[src/rtl/sat_counter.sv]
// Up-counter that sticks at all-ones; synchronous clear beats increment.
module sat_counter #(
    parameter int W = 16
) (
    input  logic         clk,
    input  logic         rst_n,
    input  logic         clr,
    input  logic         inc,
    output logic [W-1:0] q
);

    logic [W-1:0] cnt_q;
    logic [W-1:0] cnt_d;

    // Next count: clear, saturating increment, or hold.
    always_comb begin
        cnt_d = cnt_q;
        if (clr) begin
            cnt_d = {W{1'b0}};
        end else if (inc && (cnt_q != {W{1'b1}})) begin
            cnt_d = cnt_q + {{(W-1){1'b0}}, 1'b1};
        end else begin
            cnt_d = cnt_q;
        end
    end

    // Count register.
    always_ff @(posedge clk or negedge rst_n) begin
        if (!rst_n) begin
            cnt_q <= {W{1'b0}};
        end else begin
            cnt_q <= cnt_d;
        end
    end

    assign q = cnt_q;

endmodule

[config.mk]
export PLATFORM = sky130hd
export DESIGN_NAME = sat_counter
export DESIGN_NICKNAME = d
export VERILOG_FILES = /design/src/rtl/sat_counter.sv
export SDC_FILE = /design/constraint.sdc
export NUM_CORES = 1
export LEC_CHECK = 0
export BUFFER_PORTS_ARGS = -buffer_cell sky130_fd_sc_hd__buf_2
export CAP_MARGIN = 20
export CORE_MARGIN = 1.5
export CORE_UTILIZATION = 25
export CTS_CLUSTER_DIAMETER = 150
export CTS_CLUSTER_SIZE = 12
export DETAILED_ROUTE_END_ITERATION = 8
export GPL_TIMING_DRIVEN = 0
export PLACE_DENSITY = 0.45
export SYNTH_ARGS = -nofsm -noshare
export SYNTH_HDL_FRONTEND = slang
export SYNTH_SLANG_ARGS = --single-unit
[constraint.sdc]
create_clock -name clk -period 1.9 [get_ports clk]
set_clock_uncertainty 0.1 [all_clocks]
set_input_delay 0.095 -clock clk [delete_from_list [all_inputs] [get_ports clk]]
set_output_delay 0.095 -clock clk [all_outputs]
set_load 0.01 [all_outputs]
# --- Word-level counts from Yosys, hierarchy flattened ---
# Index checks and enable logic that the tools add are counted.
classes:
  n_reduce_logical: 2
  n_addsub: 1
  muxes: 2
  eq_ne: 1
op_table:
  columns: ["cell", "count"]
  rows:
  - ["two-way mux 16 bit", 2]
  - ["adder 16 x 1 -> 16 bit (second input constant)", 1]
  - ["!= test 16 bit (second input constant)", 1]
  - ["nonzero test 2 bit", 1]
  - ["logical AND 1 bit", 1]
totals:
  in_bits: 4
  out_inout_bits: 16
  ff_bits: 16
  elab_cells: 7

# --- Logic depth before layout (Yosys ltp) ---
logic_depth:
  word_depth: 4
  depth_mapped: 6
  ltp_nobuf: 5

# --- Worst setup path after synthesis ---
# Ideal clock, no wire load.
synth_path:
  path_type: "reg2reg"
  startpoint: "register cnt_q[0], in the netlist q[0]"
  endpoint: "register cnt_q[15], in the netlist q[15]"
  path_stages_with_launch: 6
  t_arrival_ns: 1.670
  setup_ns: 0.128
  n_path_buf: 0
  path_slack_ns: 0.002
  required_time_ns: 1.672
  period_less_slack_ns: 1.898
  cell_sequence: "dfrtp_1 -> ha_1 -> nand4_2 -> nor4_4 -> nor4_1 -> mux2_1"
synth_via:
  elab_chain_len: 3
  word_cells_on_any_way: 6
  cone_classes: "add/sub: 1; eq/ne: 1; mux: 2; reduce/logical: 2"
synth_lines:
  columns: ["item", "line", "rtl"]
  rows:
  - ["from (decl)", "12", "logic [W-1:0] cnt_q;"]
  - ["from (signal assigned)", "30", "cnt_q <= {W{1'b0}};"]
  - ["from (signal assigned)", "32", "cnt_q <= cnt_d;"]
  - ["adder 16 x 1 -> 16 bit / != test 16 bit (equally long branches)", "21, 20", null]
  - ["two-way mux 16 bit / logical AND 1 bit (equally long branches)", "20", "end else if (inc && (cnt_q != {W{1'b1}})) begin"]
  - ["two-way mux 16 bit / nonzero test 2 bit (equally long branches)", null, null]
# Parallel ways exist; a longest one is shown, timed or not. The select of a mux whose other input is x is not followed.
# A chain may end at the register's enable or synchronous reset.

# --- Worst setup path in the final report ---
layout_path:
  startpoint: "register cnt_q[0], in the netlist q[0]"
  endpoint: "register cnt_q[11], in the netlist q[11]"
# Same word-level chain as after synthesis.

==> flow_summary.ini <==
[yosys]
yosysWarnings = 0
synth_cell_types = 28
synth-simple-area-share_pct = 31.21
yosysTopAreaCellShare_pct = 42.50
syn-num-nets = 103
muxShareOfSynthArea_pct = 4.781
synth-seq-area-share_pct = 42.50
netlist_area_um2 = 942.2
synthCells = 98
synth_compound_area_share_pct = 16.20
synthXorXnorAreaFrac_pct = 0
synth.largest_area_cell = dfrtp_1
yosys_register_bits = 16
synth_area_per_cell_um2 = 9.614
synth.area.top_cells = dfrtp_1, a21oi_1, o31ai_1, mux2_1, nand4_1
synth_fa_ha_area_share_pct = 1.328
synth_top_family_by_area = simple AND/OR/NAND/NOR gates

[worst_setup_path]
crit_path_end_kind = register
r2r_start = q[0]
critPathMaxStageDelay_ps = 420
cp_max_fo = 5
ff2ff_path_depth = 6
r2r-end = q[11]
r2r_setup_slack_ps = -20
slowest_stage = dfrtp_1
worstPathRequired_ps = 1930
critical_path_class = register to register
path_delay_family = simple AND/OR/NAND/NOR gates
cp-start-kind = register
arrival_ps = 1950
path_buf_inv = 1
crit_path_cell_trace = ha_4 -> nand4_4 -> nor4_4 -> buf_4 -> nor4_2 -> mux2_1

[clock_network]
cts_buffer_depth = 2
root_buffer = clkbuf_8
cts_tree = yes
cts_inserted_buffers = 3
cts_htree_levels = 1
worstSkewPairLatency_ps = 250
cts_num_sinks = 16
clkTransAtPathRegs_ps = 70

[run_status]
outcome = complete, but fails checks
violations = setup timing

[sta]
finalHoldViolations = 0
fin_ws_ps = -15.42
slew_headroom_pct = 64.47
fmax_mhz = 522.1
fin_crit_sh_pct = 100.8
maxSlewViolCount = 0
min_period_ps = 1915
finalSetupViolations = 2
rsz0062_at_grt = true
whs_ps = 48.73
tightest_slew_ps = 533.0

[pwr]
power_leakage_nw = 0.5674
peakVddDrop_mv = 0.4302
p_per_area_nw_per_um2 = 540.5

[place]
place_congestion = 0.7467
io_buffers = 19
dpl.hpwl_um = 1697
dpl_cell_area_um2 = 1097

[min_path]
hold_path.class = input pin to register
whs_path_depth = 3
hold_end = q[1]
min_from = inc

[routing]
totalWireLength_um = 2662
drc = 0
detail-route-antenna-nets = 0
via_per_inst = 5.093
dr.pass1.iters = 4
vias = 927
wire_per_inst_um = 14.63
drtIter0Drc = 43

[cells_and_area]
diodes = 0
final_area_um2 = 1323
drive_above_1_share_pct = 41.04
layout.nets = 140
areaGrowthSynthToFinish_pct = 40.37
largest_reg_flops = 16

[global_routing]
grt_usage_pct = 13.35
antenna_found_initial = 0
grt_first_pass_wirelength_um = 4160
grt_max_degree = 17
grt_pass1_vias = 827
grt_overflow = 0

[die]
dieArea_um2 = 4146
ios = 20
core_area_um2 = 3633
start_util_pct = 25.93
die_y_um = 64.39
fp.dieW_um = 64.39
rows = 22

[flow_run]
cap_violations = 0
-- where the power goes --
part           switching (mW)  total, mW  internal (mW)
Clock                   0.125      0.310          0.184
Combinational          0.0356     0.0571         0.0214
Sequential            0.00448      0.348          0.344
Total                   0.166      0.715          0.549
-- Yosys cell counts --
master and number:
dfrtp_1 16, a21oi_1 11, o31ai_1 7, nand2_1 6, nand4_1 6, or4_1 5
clkbuf_1 4, mux2_1 4, nor2_1 4, nor2b_1 4, nor4_1 4, inv_1 3
nand3_1 3, o21ai_1 3, and3_1 2, and4_2 2, or3_1 2, or4_2 2
a211oi_2 1, buf_6 1, ha_1 1, nand3b_1 1, nand4_2 1, nor3_1 1
nor4_4 1, o211ai_2 1, o21ai_0 1, or3_2 1
-- worst max path at each step --
stage / from / end / slack, ps / cells after the start
floorplan: q[0] / q[15] / 2 / 5
global placement: q[0] / q[15] / -210 / 5
detailed placement: q[0] / q[15] / -220 / 5
CTS: q[0] / q[4] / -10 / 7
global route: q[9] / q[11] / -90 / 5
finish: q[0] / q[11] / -20 / 6
-- cells by family after synthesis --
| kind of cell | Yosys count |
|---|---|
| simple gates | 45 |
| compound gates | 24 |
| flops | 16 |
| fa+ha+maj | 1 |
| buf+inv | 8 |
| mux | 4 |
-- layer usage --
| metal | GRT usage (%) | vias up | share of wire (%) |
|---|---|---|---|
| met5 | 0 | - | 0 |
| met4 | 4.787 | 0 | 1.4 |
| met3 | 3.169 | 4 | 3.2 |
| met2 | 22.14 | 17 | 49 |
| met1 | 16.85 | 447 | 47 |
| li1 | - | 459 | - |
-- cell type report --
cell class	instances	area [um^2]
Sequential cell	16	406.6
Timing Repair Buffer	32	206.4
Inverter	3	11.26
Clock buffer	4	55.05
Multi-Input combinational cell	74	556.8
Buffer	5	26.28
Tap cell	48	60.06
Fill cell	395	2311
-- worst register-to-register path, delay by kind of cell, from the launching register on --
kind | cells | cell delay (ps)
flops | 1 | 420
simple gates | 3 | 570
fa+ha+maj | 1 | 170
buf+inv | 1 | 200
mux | 1 | 340
-- what timing repair did --
item | CTS | global route
setup buffers | 8 | 4
gates resized for setup | 6 | 11
endpoints found under the hold margin | 16 | 0
pin swaps | 4 | 5
cloned | 0 | 1
hold buffers | 1 | 0
endpoints found under the setup margin | 14 | 14
-- through the flow --
stage	instances	total power, mW	setup slack [ps]	TNS (ps)	util, %
after global routing	182	0.7461	-90.56	-569.3	36.40
after floorplan	98	0.3743	2.322	0	-
after CTS	177	0.7284	-11.55	-17.19	34.26
after global placement	165	0.3961	-212.9	-1699	30.20
final	182	0.7149	-15.42	-17.80	36.40
after detailed placement	165	0.3971	-220.1	-1853	30.20
-- cell usage in the layout, fill, tap and decap left out, types with 2 or more instances in the layout --
master	n
nor4_2	3
nand3_1	3
inv_1	3
dfrtp_2	5
nor2b_1	4
a21oi_1	10
buf_6	4
o21ai_1	3
nor2_1	4
clkbuf_8	4
buf_4	9
clkbuf_1	4
dfrtp_1	11
nand2_1	6
buf_2	19
o31ai_1	7
and4_2	2
or3_1	2
or4_2	2
or4_1	5
mux2_1	4
and3_1	2
nand4_1	6
No activity file was read; power rests on OpenSTA's default activity.
